<file path="src/rtl/mipi_rx_pkg.sv">
`default_nettype none
// ============================================================================
// Module  : mipi_rx_pkg
// Brief   : Shared MIPI D-PHY RX types and constants for the lane blocks.
// Revision: 1.0  initial release
// ============================================================================
package mipi_rx_pkg;

    localparam int unsigned LANE_W         = 8;
    localparam logic [7:0]  MIPI_SYNC_BYTE = 8'hB8;

    typedef enum logic [1:0] {
        IDLE    = 2'd0,
        HUNT    = 2'd1,
        LOCKED  = 2'd2,
        WAIT_LP = 2'd3
    } rx_state_e;

    // Byte starting at bit k of the {current, previous} window.
    function automatic logic [7:0] win_slice(input logic [15:0] w, input logic [2:0] k);
        return w[k +: 8];
    endfunction

endpackage
`default_nettype wire

</file>
<file path="src/rtl/mipi_hs_byte_aligner_if.sv">
`default_nettype none
// ============================================================================
// Module  : mipi_hs_byte_aligner_if
// Brief   : Lane-side inputs and aligned-byte outputs of one HS byte aligner.
// Revision: 1.0  initial release
// ============================================================================
interface mipi_hs_byte_aligner_if;
    import mipi_rx_pkg::*;

    logic              BIT_ALGN_DONE;
    logic              LP_IN;
    logic [LANE_W-1:0] RX_DATA;
    logic [LANE_W-1:0] BYTE_DATA;
    logic              BYTE_VALID;
    logic              SOT;
    logic              ALIGNED;
    logic [2:0]        OFFSET;
    logic              SYNC_ERR;

    modport master (
        output BIT_ALGN_DONE, LP_IN, RX_DATA,
        input  BYTE_DATA, BYTE_VALID, SOT, ALIGNED, OFFSET, SYNC_ERR
    );

    modport slave (
        input  BIT_ALGN_DONE, LP_IN, RX_DATA,
        output BYTE_DATA, BYTE_VALID, SOT, ALIGNED, OFFSET, SYNC_ERR
    );

endinterface
`default_nettype wire

</file>
<file path="src/rtl/mipi_sync_detect.sv">
`default_nettype none
// ============================================================================
// Module  : mipi_sync_detect
// Brief   : Finds the sync byte at any of 8 offsets in a 16-bit window;
//           the lowest matching offset wins.
// Revision: 1.0  initial release
// ============================================================================
module mipi_sync_detect
    import mipi_rx_pkg::*;
#(
    parameter logic [7:0] SYNC_BYTE = MIPI_SYNC_BYTE
) (
    input  wire logic [15:0] i_window,
    output logic             o_hit,
    output logic [2:0]       o_k
);

    logic [7:0] w_match;
    logic       w_unused_msb;

    // The top bit only belongs to an offset-8 candidate, which is the next
    // cycle's offset 0.
    assign w_unused_msb = i_window[15];

    for (genvar g = 0; g < 8; g++) begin : g_cand
        assign w_match[g] = (i_window[g +: 8] == SYNC_BYTE);
    end

    always_comb begin
        o_hit = |w_match;
        o_k   = 3'd0;
        for (int i = 7; i >= 0; i--) begin
            if (w_match[i]) begin
                o_k = 3'(i);
            end
        end
    end

endmodule
`default_nettype wire

</file>
<file path="src/rtl/mipi_hs_byte_aligner.sv">
`default_nettype none
// ============================================================================
// Module  : mipi_hs_byte_aligner
// Brief   : Hunts the HS sync byte across two deserialized bytes, locks the
//           bit offset and streams byte-aligned payload until LP mode.
// Revision: 1.0  initial release
// ============================================================================
module mipi_hs_byte_aligner
    import mipi_rx_pkg::*;
#(
    parameter logic [7:0]  SYNC_BYTE    = MIPI_SYNC_BYTE,
    parameter int unsigned HUNT_TIMEOUT = 32,
    parameter int unsigned TO_W         = $clog2(HUNT_TIMEOUT + 1)
) (
    input  wire logic         SCLK,
    input  wire logic         RESET,
    mipi_hs_byte_aligner_if.slave lane
);

    rx_state_e         state_q, state_d;
    logic [TO_W-1:0]   cnt_q, cnt_d;
    logic [LANE_W-1:0] prev_q;
    logic [LANE_W-1:0] byte_data_q, byte_data_d;
    logic              byte_valid_q, byte_valid_d;
    logic              sot_q, sot_d;
    logic              aligned_q, aligned_d;
    logic [2:0]        offset_q, offset_d;
    logic              sync_err_q, sync_err_d;

    logic [15:0]       w_window;
    logic              w_hit;
    logic [2:0]        w_k;
    logic              w_link_up;

    assign w_window  = {lane.RX_DATA, prev_q};
    assign w_link_up = lane.BIT_ALGN_DONE && !lane.LP_IN;

    mipi_sync_detect #(
        .SYNC_BYTE (SYNC_BYTE)
    ) u_sync_detect (
        .i_window (w_window),
        .o_hit    (w_hit),
        .o_k      (w_k)
    );

    always_comb begin
        state_d      = state_q;
        cnt_d        = cnt_q;
        byte_data_d  = byte_data_q;
        byte_valid_d = 1'b0;
        sot_d        = 1'b0;
        offset_d     = offset_q;
        sync_err_d   = 1'b0;

        case (state_q)
            IDLE: begin
                cnt_d = '0;
                if (w_link_up) begin
                    state_d = HUNT;
                end
            end
            HUNT: begin
                cnt_d = cnt_q + 1'b1;
                // Losing the link outranks a match, and a match outranks timeout.
                if (!w_link_up) begin
                    state_d = IDLE;
                end else if (w_hit) begin
                    state_d  = LOCKED;
                    offset_d = w_k;
                    sot_d    = 1'b1;
                end else if (cnt_q == TO_W'(HUNT_TIMEOUT - 1)) begin
                    state_d    = WAIT_LP;
                    sync_err_d = 1'b1;
                end
            end
            LOCKED: begin
                if (!w_link_up) begin
                    state_d = IDLE;
                end else begin
                    byte_data_d  = win_slice(w_window, offset_q);
                    byte_valid_d = 1'b1;
                end
            end
            WAIT_LP: begin
                if (lane.LP_IN || !lane.BIT_ALGN_DONE) begin
                    state_d = IDLE;
                end
            end
            default: state_d = IDLE;
        endcase

        aligned_d = (state_d == LOCKED);
    end

    always_ff @(posedge SCLK or posedge RESET) begin
        if (RESET) begin
            state_q      <= IDLE;
            cnt_q        <= '0;
            prev_q       <= '0;
            byte_data_q  <= '0;
            byte_valid_q <= 1'b0;
            sot_q        <= 1'b0;
            aligned_q    <= 1'b0;
            offset_q     <= 3'd0;
            sync_err_q   <= 1'b0;
        end else begin
            state_q      <= state_d;
            cnt_q        <= cnt_d;
            prev_q       <= lane.RX_DATA;
            byte_data_q  <= byte_data_d;
            byte_valid_q <= byte_valid_d;
            sot_q        <= sot_d;
            aligned_q    <= aligned_d;
            offset_q     <= offset_d;
            sync_err_q   <= sync_err_d;
        end
    end

    assign lane.BYTE_DATA  = byte_data_q;
    assign lane.BYTE_VALID = byte_valid_q;
    assign lane.SOT        = sot_q;
    assign lane.ALIGNED    = aligned_q;
    assign lane.OFFSET     = offset_q;
    assign lane.SYNC_ERR   = sync_err_q;

endmodule
`default_nettype wire

</file>
<file path="src/flat_wrapper.sv">
// flat-port wrapper written by rule: the top's interface ports become plain ports
module mipi_hs_byte_aligner_flat import mipi_rx_pkg::*;
#(
    parameter logic [7:0]  SYNC_BYTE    = MIPI_SYNC_BYTE,
    parameter int unsigned HUNT_TIMEOUT = 32,
    parameter int unsigned TO_W         = $clog2(HUNT_TIMEOUT + 1)
)
  (SCLK, RESET, lane_BIT_ALGN_DONE, lane_LP_IN, lane_RX_DATA, lane_BYTE_DATA, lane_BYTE_VALID, lane_SOT, lane_ALIGNED, lane_OFFSET, lane_SYNC_ERR);
  mipi_hs_byte_aligner_if lane_i ();
  input  wire logic SCLK;
  input  wire logic RESET;
  input wire logic [$bits(lane_i.BIT_ALGN_DONE)-1:0] lane_BIT_ALGN_DONE;
  input wire logic [$bits(lane_i.LP_IN)-1:0] lane_LP_IN;
  input wire logic [$bits(lane_i.RX_DATA)-1:0] lane_RX_DATA;
  output wire logic [$bits(lane_i.BYTE_DATA)-1:0] lane_BYTE_DATA;
  output wire logic [$bits(lane_i.BYTE_VALID)-1:0] lane_BYTE_VALID;
  output wire logic [$bits(lane_i.SOT)-1:0] lane_SOT;
  output wire logic [$bits(lane_i.ALIGNED)-1:0] lane_ALIGNED;
  output wire logic [$bits(lane_i.OFFSET)-1:0] lane_OFFSET;
  output wire logic [$bits(lane_i.SYNC_ERR)-1:0] lane_SYNC_ERR;
  assign lane_i.BIT_ALGN_DONE = lane_BIT_ALGN_DONE;
  assign lane_i.LP_IN = lane_LP_IN;
  assign lane_i.RX_DATA = lane_RX_DATA;
  assign lane_BYTE_DATA = lane_i.BYTE_DATA;
  assign lane_BYTE_VALID = lane_i.BYTE_VALID;
  assign lane_SOT = lane_i.SOT;
  assign lane_ALIGNED = lane_i.ALIGNED;
  assign lane_OFFSET = lane_i.OFFSET;
  assign lane_SYNC_ERR = lane_i.SYNC_ERR;
  mipi_hs_byte_aligner #(.SYNC_BYTE(SYNC_BYTE), .HUNT_TIMEOUT(HUNT_TIMEOUT), .TO_W(TO_W)) u_core (.SCLK(SCLK), .RESET(RESET), .lane(lane_i));
endmodule
</file>
<file path="config.mk">
export PLATFORM = sky130hd
export DESIGN_NAME = mipi_hs_byte_aligner_flat
export DESIGN_NICKNAME = d
export VERILOG_FILES = /design/src/rtl/mipi_rx_pkg.sv /design/src/rtl/mipi_hs_byte_aligner_if.sv /design/src/rtl/mipi_sync_detect.sv /design/src/rtl/mipi_hs_byte_aligner.sv /design/src/flat_wrapper.sv
export SDC_FILE = /design/constraint.sdc
export NUM_CORES = 1
export LEC_CHECK = 0
export ABC_AREA = 1
export ABC_CLOCK_PERIOD_IN_PS = 1400
export CAP_MARGIN = 10
export CORE_MARGIN = 1.5
export CORE_UTILIZATION = 48
export DETAILED_ROUTE_END_ITERATION = 12
export PLACE_DENSITY = 0.79
export SYNTH_ARGS = -nofsm -noshare
export SYNTH_HDL_FRONTEND = slang
export SYNTH_SLANG_ARGS = --single-unit
</file>
<file path="constraint.sdc">
create_clock -name SCLK -period 1.4 [get_ports SCLK]
set_clock_uncertainty 0.2 [all_clocks]
set_input_delay 0.28 -clock SCLK [delete_from_list [all_inputs] [get_ports SCLK]]
set_output_delay 0.28 -clock SCLK [all_outputs]
set_load 0.005 [all_outputs]
</file>
Yosys cells after proc, flatten, opt, wreduce, memory -nomap -nowiden
Index checks and enable logic that the tools add are counted.
W data, S select, Z words.
{"block": "totals", "input_bits": 12, "ff_bits": 31, "word_cells": 58, "out_inout_bits": 15}
{"block": "classes", "n_mux": 25, "n_addsub": 1, "reduce_logical": 9, "n_eq_ne": 13, "n_shift": 1}
{"operator": "$eq A8 B8 Y1 const B", "count": 8}
{"operator": "$mux W3", "count": 8}
{"operator": "$shiftx A16 B4 Y8", "count": 1}
{"operator": "$mux W2", "count": 6}
{"operator": "$pmux W6 S2", "count": 1}
{"operator": "$mux W1", "count": 9}
{"operator": "$pmux W2 S4", "count": 1}
{"operator": "$reduce_or A8 Y1", "count": 1}
{"operator": "$add A6 B1 Y6 const B", "count": 1}
{"operator": "$eq A2 B2 Y1 const B", "count": 3}
{"operator": "$eq A6 B5 Y1 const B", "count": 1}
{"operator": "$reduce_and A3 Y1", "count": 1}
{"operator": "$eq A2 B1 Y1 const B", "count": 1}
{"operator": "$logic_not A1 Y1", "count": 2}
{"operator": "$logic_not A2 Y1", "count": 1}
{"operator": "$reduce_and A2 Y1", "count": 1}
{"operator": "$reduce_bool A2 Y1", "count": 1}
{"operator": "$logic_and A1 B1 Y1", "count": 1}
{"operator": "$logic_or A1 B1 Y1", "count": 1}

Logic depth before layout (Yosys ltp)
Gate-level depths: netlist (run 1).
{"block": "logic_depth", "word_depth": 9, "ltp_mapped": 11}

Modules after synthesis
Synthesis (run 1) repeated with hierarchy kept, for this count alone.
{"block": "hier_totals", "hier_cells": 266, "hier_area_um2": 1885.6}
{"mod": "mipi_hs_byte_aligner", "area_each_um2": 1582.8, "cells_per_inst": 191, "instances": 1}
{"mod": "mipi_sync_detect", "area_each_um2": 302.8, "cells_per_inst": 75, "instances": 1}

Worst setup path after synthesis (run 1)
OpenSTA, ideal clock, no wires.
{"block": "synth_timing", "path_kind": "reg2reg", "from": "register u_core.cnt_q[0]", "to": "register u_core.aligned_q (netlist: u_core.lane.ALIGNED)", "path_stages_with_launch": 10, "n_path_buf": 0, "slack_ns": -0.043, "setup_time_ns": 0.122, "required_time_ns": 1.078, "arrival_ns": 1.121, "cell_sequence": "dfrtp_1 ha_1 nand2_1 inv_1 nand3_1 nor2_1 nor2_1 nand3_1 nand3_1 a21oi_1"}
{"block": "synth_between", "elab_chain_len": 6}
{"element": "start: declaration", "line_no": "mipi_hs_byte_aligner.sv:21", "text": "logic [TO_W-1:0] cnt_q, cnt_d;"}
{"element": "start signal: assignment", "line_no": "mipi_hs_byte_aligner.sv:108", "text": "cnt_q <= cnt_d;"}
{"element": "$eq A6 B5 Y1", "line_no": "mipi_hs_byte_aligner.sv:71", "text": "end else if (cnt_q == TO_W'(HUNT_TIMEOUT - 1)) begin"}
{"element": "$mux W2", "line_no": "mipi_hs_byte_aligner.sv:71"}
{"element": "$mux W2", "line_no": "mipi_hs_byte_aligner.sv:67", "text": "end else if (w_hit) begin"}
{"element": "$mux W2", "line_no": "mipi_hs_byte_aligner.sv:65", "text": "if (!w_link_up) begin"}
{"element": "$pmux W2 S4", "line_no": "mipi_hs_byte_aligner.sv:55", "text": "case (state_q)"}
{"element": "$eq A2 B2 Y1", "line_no": "mipi_hs_byte_aligner.sv:92", "text": "aligned_d = (state_d == LOCKED);"}
{"element": "via u_core.aligned_d", "line_no": "mipi_hs_byte_aligner.sv:26", "text": "logic aligned_q, aligned_d;"}
{"element": "end signal: assignment", "line_no": "mipi_hs_byte_aligner.sv:113", "text": "aligned_q <= aligned_d;"}
{"element": "end: declaration", "line_no": "mipi_hs_byte_aligner.sv:26"}
The timed path passes the listed nets, and every way through them passes these cells.
A chain may end at the register's enable or synchronous reset.

Worst setup path after layout (run 1)
{"block": "layout_timing", "from": "register u_core.prev_q[4]", "to": "register u_core.offset_q[1] (netlist: u_core.lane.OFFSET[1])"}
{"block": "layout_between", "elab_chain_len": 6}
{"element": "start: declaration", "line_no": "mipi_hs_byte_aligner.sv:22", "text": "logic [LANE_W-1:0] prev_q;"}
{"element": "start signal: assignment", "line_no": "mipi_hs_byte_aligner.sv:109", "text": "prev_q <= lane.RX_DATA;"}
{"element": "$eq A8 B8 Y1", "line_no": "mipi_sync_detect.sv:26", "text": "assign w_match[g] = (i_window[g +: 8] == SYNC_BYTE);"}
{"element": "$mux W3 (5 in series)", "line_no": "mipi_sync_detect.sv:33", "text": "if (w_match[i]) begin"}
{"element": "end signal: assignment", "line_no": "mipi_hs_byte_aligner.sv:114", "text": "offset_q <= offset_d;"}
{"element": "end: declaration", "line_no": "mipi_hs_byte_aligner.sv:27", "text": "logic [2:0] offset_q, offset_d;"}
Several ways; a longest one is shown, not always the timed one.

==> impl_metrics.json, run 1 <==
{
  "status": "finished with violations",
  "violations": "negative setup slack",
  "final_antenna_net_count": 0,
  "wire_per_inst_um": 16.7,
  "h-tree-depth": 2,
  "slew_viol_final": 0,
  "core_area_sq_mm": 0.00342,
  "yosysTopAreaCellShare_pct": 44.2,
  "tritoncts": "yes",
  "clock_sinks": 31,
  "pwr_density_cell_mw_per_mm2": 854,
  "setup_tns_ns": -3.40,
  "max_clock_freq_mhz": 583,
  "track_usage_pct": 27.8,
  "grt_pass1_vias": 1836,
  "synth.area.top_cells": "dfrtp_1, nand2_1, o21ai_0",
  "synth_area_leader_cell": "dfrtp_1",
  "syn_area_sq_mm": 0.00176,
  "insertion_delay_ns": 0.36,
  "syn_nets": 256,
  "path_max_fanout": 5,
  "first_pass_iters": 4,
  "relSlewSlack_pct": 79.7,
  "timing.final.crit_share_pct": 123,
  "critPathArrivalTime_ns": 1.81,
  "worstMarginPinSlew_ns": 0.303,
  "hold_path_class": "primary input to asynchronous set/reset pin",
  "port_buffers": 26,
  "synth_cell_types": 29,
  "cp-start-kind": "flip-flop",
  "criticalPathCategory": "flip-flop to flip-flop",
  "drive_gt1_share_pct": 47.9,
  "ys_seq_elements": 31,
  "viasPerCell": 5.59,
  "grt_overflow": 0,
  "end_kind": "flip-flop",
  "place_hpwl_mm": 3.28,
  "synth_warnings": 0,
  "fp.dieW_um": 63.5,
  "via_count": 2125,
  "syn_inst": 243,
  "die_h_um": 63.5,
  "final_common_cell": "nand2_1",
  "cts_buffers": 5,
  "antenna_cells": 0,
  "maxCapViolations": 0,
  "vdd_drop_max_uv": 589,
  "rows": 21,
  "antenna_found_initial": 0,
  "post-route-drc-count": 0,
  "postSynthAreaPerCell_sq_um": 7.22,
  "clk_pin_slew_ns": 0.12,
  "cts-root-buf": "clkbuf_4",
  "start_util_pct": 51.4,
  "fin_ws_ns": -0.315,
  "ys_seq_area_share_pct": 44.2,
  "areaGrowthSynthToFinish_pct": 63.4,
  "gp_congestion": 1.02,
  "drtIter0Drc": 150,
  "period_minus_slack_ns": 1.72,
  "num_io_pins": 27,
  "final_core_util_pct": 84.0,
  "cp.required_ns": 1.49,
  "grt_setup_unrepaired": "yes",
  "die_area_sq_mm": 0.00403,
  "hold_viol": 0,
  "grt_max_degree": 32,
  "final_nets": 346,
  "clockBufferDepth": 2,
  "grt_pass1_wl_mm": 8.46,
  "leakagePower_nw": 1.46,
  "drt_wl_total_mm": 6.35,
  "final_cell_mix": "nand2_1, buf_4, dfrtp_1",
  "setup_viol": 18
}
## critical path: stages (launching register included)
cell     delay [ns]
dfrtp_1        0.44
inv_2          0.10
nand2_1        0.10
nor2_1         0.15
nand2_1        0.13
nand2_2        0.12
nor2_4         0.05
nand2_4        0.09
nand2_4        0.06
inv_4          0.08
o21ai_2        0.06
o21ai_1        0.07
## cell type report
class	count	area [sq um]
clock buffer	6	51.3
clock inverter	2	35.0
fill	183	547
inverter	29	120
multi-input combinational	178	1070
sequential	31	779
tap	46	57.6
timing repair buffer	88	751
## flip-flops by register name (all words and copies together) (netlist names)
register                flops
u_core.lane.BYTE_DATA       8
u_core.lane.SYNC_ERR        1
u_core.state_q              2
u_core.cnt_q                6
u_core.prev_q               8
u_core.lane.BYTE_VALID      1
u_core.lane.SOT             1
u_core.lane.OFFSET          3
u_core.lane.ALIGNED         1
## metrics by stage
stage	instances	hold slack, ns	worst slack (ns)	cell area (sq um)	power, mW
finish	380	0.0421	-0.315	2870	2.45
global route	380	0.0739	-0.367	2870	2.55
CTS	369	0.0569	-0.185	2600	2.29
detailed placement	347	0.265	-0.634	2380	1.44
global placement	347	0.261	-0.567	2380	1.43
floorplan	243	0.111	-0.0212	1770	1.21
## cell usage after synthesis
cell	count
o21ai_2	1
buf_2	2
and2_1	1
o31ai_1	1
a21oi_1	5
clkbuf_1	3
nor2_2	3
a22o_1	1
dfrtp_1	31
o21ai_1	4
inv_2	8
a21oi_2	1
mux2i_1	1
nor2_8	1
o211ai_1	5
nand3_1	7
ha_1	1
nand4_1	2
clkinv_1	1
nand2_1	78
nand2_2	6
inv_1	20
nor2_1	26
nor2_4	1
a31oi_1	2
xor2_1	2
nor4_1	1
o22ai_1	2
o21ai_0	26
## report_power, final
part           leakage (nW)  total (mW)  switching (mW)  internal (mW)
clock                0.0482       0.777           0.355          0.422
combinational          1.02       0.706           0.389          0.316
sequential            0.395       0.968          0.0361          0.932
total                  1.46        2.45           0.781           1.67
## final timing paths
path,cells after the start,endpoint,slack [ns],from
setup / recovery,11,u_core.lane.OFFSET[1],-0.32,u_core.prev_q[4]
hold / removal,3,u_core.cnt_q[4],0.04,RESET
setup reg to reg,11,u_core.lane.OFFSET[1],-0.32,u_core.prev_q[4]
hold reg to reg,2,u_core.lane.BYTE_DATA[3],0.29,u_core.lane.BYTE_DATA[3]
max in group asynchronous,3,u_core.prev_q[7],0.76,RESET
min in group SCLK,1,u_core.prev_q[0],0.12,lane_RX_DATA[0]
## metal layers
metal  up-vias  routed length [um]  track usage, %
met5         -                   0               0
met4         0                 372            13.6
met3        41                 544            6.07
met2       130                3090            46.6
met1       991                2340            33.9
li1        963                   -               -
## timing repair
action	CTS	global route
cloned	1	1
setup buffers	15	10
gates resized for setup	106	53
endpoints found under the setup margin	32	23
pin swaps	19	33
hold endpoints to repair	0	2
hold buffers	0	2
## logic make-up (layout without fill, tap and decap cells)
group / count (synthesis) / count (layout) / share of synthesized area [%]
and+or+nand+nor: 126 / 126 / 30.6
AOI/OAI and AO/OA: 48 / 48 / 15.5
buffers and inverters: 34 / 125 / 7.41
DFF: 31 / 31 / 44.2
xor gates and xnor gates: 2 / 2 / 0.998
adders and majority gates: 1 / 1 / 0.713
muxes: 1 / 1 / 0.570
Note: power is estimated with default switching activity, not from simulation.
==> run 2, diff against run 1 <==
--- a/config.mk
+++ b/config.mk
@@ -11,7 +11,7 @@
 export CORE_MARGIN = 1.5
 export CORE_UTILIZATION = 48
 export DETAILED_ROUTE_END_ITERATION = 12
-export PLACE_DENSITY = 0.79
+export PLACE_DENSITY = 0.77
 export SYNTH_ARGS = -nofsm -noshare
 export SYNTH_HDL_FRONTEND = slang
 export SYNTH_SLANG_ARGS = --single-unit
==> run 2 against run 1 <==
  * The flow still finishes with violations (negative setup slack)
  * Largest cell class unchanged
  * Via count is the same
  * Count of clock-buffer cells in the layout is the same
  * Setup slack lost 0.015 ns
  * Final cell count shrank 0.53%
==> impl_metrics.json, run 2 (same netlist as run 1, synthesis figures left out) <==
{
  "die_h_um": 63.5,
  "leakagePower_nw": 1.45,
  "final_common_cell": "nand2_1",
  "num_io_pins": 27,
  "final_antenna_net_count": 0,
  "cp-endpoint": "u_core.state_q[0]",
  "clk_pin_slew_ns": 0.12,
  "antenna_cells": 0,
  "start_util_pct": 51.4,
  "design_area_sq_mm": 0.00289,
  "die_area_sq_mm": 0.00403,
  "path_max_fanout": 4,
  "ctsHoldBuffers": 0,
  "criticalPathCategory": "flip-flop to flip-flop",
  "r2r-end": "u_core.state_q[0]",
  "grt_max_degree": 32,
  "gp_congestion": 0.936,
  "relSlewSlack_pct": 75.4,
  "vdd_drop_max_uv": 792,
  "antenna_found_initial": 0,
  "clockBufferDepth": 2,
  "worstMarginPinSlew_ns": 0.369,
  "fin_ws_ns": -0.330,
  "tritoncts": "yes",
  "hold_path_class": "primary input to asynchronous set/reset pin",
  "grt_setup_unrepaired": "yes",
  "core_area_sq_mm": 0.00342,
  "status": "finished with violations",
  "final_nets": 344,
  "h-tree-depth": 2,
  "maxCapViolations": 0,
  "max_clock_freq_mhz": 578,
  "rows": 21,
  "cts_buffers": 5,
  "cts-root-buf": "clkbuf_4",
  "grt_pass1_wl_mm": 8.54,
  "r2r_start": "u_core.prev_q[5]",
  "viasPerCell": 5.62,
  "via_count": 2125,
  "end_kind": "flip-flop",
  "period_minus_slack_ns": 1.73,
  "pwr_density_cell_mw_per_mm2": 863,
  "place_area_sq_mm": 0.00240,
  "clock_sinks": 31,
  "whs_ns": 0.0138,
  "setup_tns_ns": -4.00,
  "place_hpwl_mm": 3.34,
  "first_pass_iters": 6,
  "violations": "negative setup slack",
  "reg2reg_slack_ns": -0.33,
  "cp-startpoint": "u_core.prev_q[5]",
  "areaGrowthSynthToFinish_pct": 64.7,
  "fill_cells": 195,
  "drt_wl_total_mm": 6.56,
  "cp-start-kind": "flip-flop",
  "drtIter0Drc": 282,
  "fp.dieW_um": 63.5,
  "final_cell_mix": "nand2_1, buf_4, dfrtp_1",
  "cp.required_ns": 1.47,
  "drive_gt1_share_pct": 47.6,
  "grt_pass1_vias": 1855,
  "track_usage_pct": 27.8,
  "post-route-drc-count": 0,
  "finalPower_mw": 2.50,
  "slew_viol_final": 0,
  "critPathArrivalTime_ns": 1.80,
  "port_buffers": 26,
  "setup_viol": 19,
  "wire_per_inst_um": 17.4,
  "grt_overflow": 0,
  "timing.final.crit_share_pct": 124,
  "insertion_delay_ns": 0.38,
  "hold_viol": 0,
  "r2r.worst_path.cells": 9
}
-- run 2: changes by cell type in the layout (fill, tap and decap cells not counted), sizes merged --
cell / change
dlygate4sd3: -2
clkbuf: -2
buf: +2
dlygate4sd2: +2
dlymetal6s2s: -2
-- run 2: repair_timing --
action,in CTS,in global routing
resized for setup,109,48
setup endpoints to repair,31,20
gates cloned,2,0
setup buffers,14,10
pin swaps,11,30
-- run 2: layer usage --
metal  GRT usage [%]  part of all wire, %  routed length, um  vias to the layer above
met4            14.4                  4.9                319                        0
met5               0                    0                  0                        -
met1            33.4                   40               2600                      995
met3            4.46                  8.1                531                       37
li1                -                    -                  -                      959
met2            47.9                   47               3110                      134
-- run 2: per-stage QoR --
| stage | setup slack [ns] | cells | utilization, % |
|---|---|---|---|
| 5_1_grt | -0.391 | 378 | 84.7 |
| 6_report | -0.330 | 378 | 84.7 |
| 3_5_place_dp | -0.653 | 348 | 70.4 |
| 3_3_place_gp | -0.571 | 348 | 70.4 |
| 2_1_floorplan | -0.0212 | 243 | - |
| 4_1_cts | -0.188 | 370 | 78.0 |
-- run 2: worst max-delay path, cell delays in order (launching register included) --
cell     delay (ns)
dfrtp_1        0.45
inv_2          0.13
nand2_1        0.08
nor2_2         0.18
nand2_2        0.10
nand2_2        0.09
nor2_2         0.05
nand2_2        0.11
a21oi_2        0.08
and2_1         0.17
-- run 2: power breakdown --
| part | internal (mW) | total [mW] | switching (mW) |
|---|---|---|---|
| Clock | 0.422 | 0.789 | 0.367 |
| Sequential | 0.932 | 0.966 | 0.0342 |
| Combinational | 0.340 | 0.740 | 0.401 |
-- run 2: worst min-delay path by stage --
stage / start / end / slack, ns / cells after the start
2_1_floorplan: lane_RX_DATA[0] / u_core.prev_q[0] / 0.11 / 0
3_3_place_gp: u_core.lane.BYTE_DATA[3] / u_core.lane.BYTE_DATA[3] / 0.26 / 2
3_5_place_dp: u_core.lane.BYTE_DATA[3] / u_core.lane.BYTE_DATA[3] / 0.26 / 2
4_1_cts: lane_RX_DATA[4] / u_core.prev_q[4] / 0.04 / 1
5_1_grt: RESET / u_core.lane.BYTE_VALID / 0.03 / 3
6_report: RESET / u_core.cnt_q[3] / 0.01 / 3
-- run 2: layout make-up --
| cell class | instances | area [sq um] | share of cell area (%) |
|---|---|---|---|
| timing repair buffer | 86 | 757 | 26.2 |
| clock buffer | 6 | 51.3 | 1.77 |
| clock inverter | 2 | 35.0 | 1.21 |
| tap | 46 | 57.6 | 1.99 |
| inverter | 29 | 115 | 3.98 |
| sequential | 31 | 778 | 26.9 |
| multi-input combinational | 178 | 1100 | 37.9 |
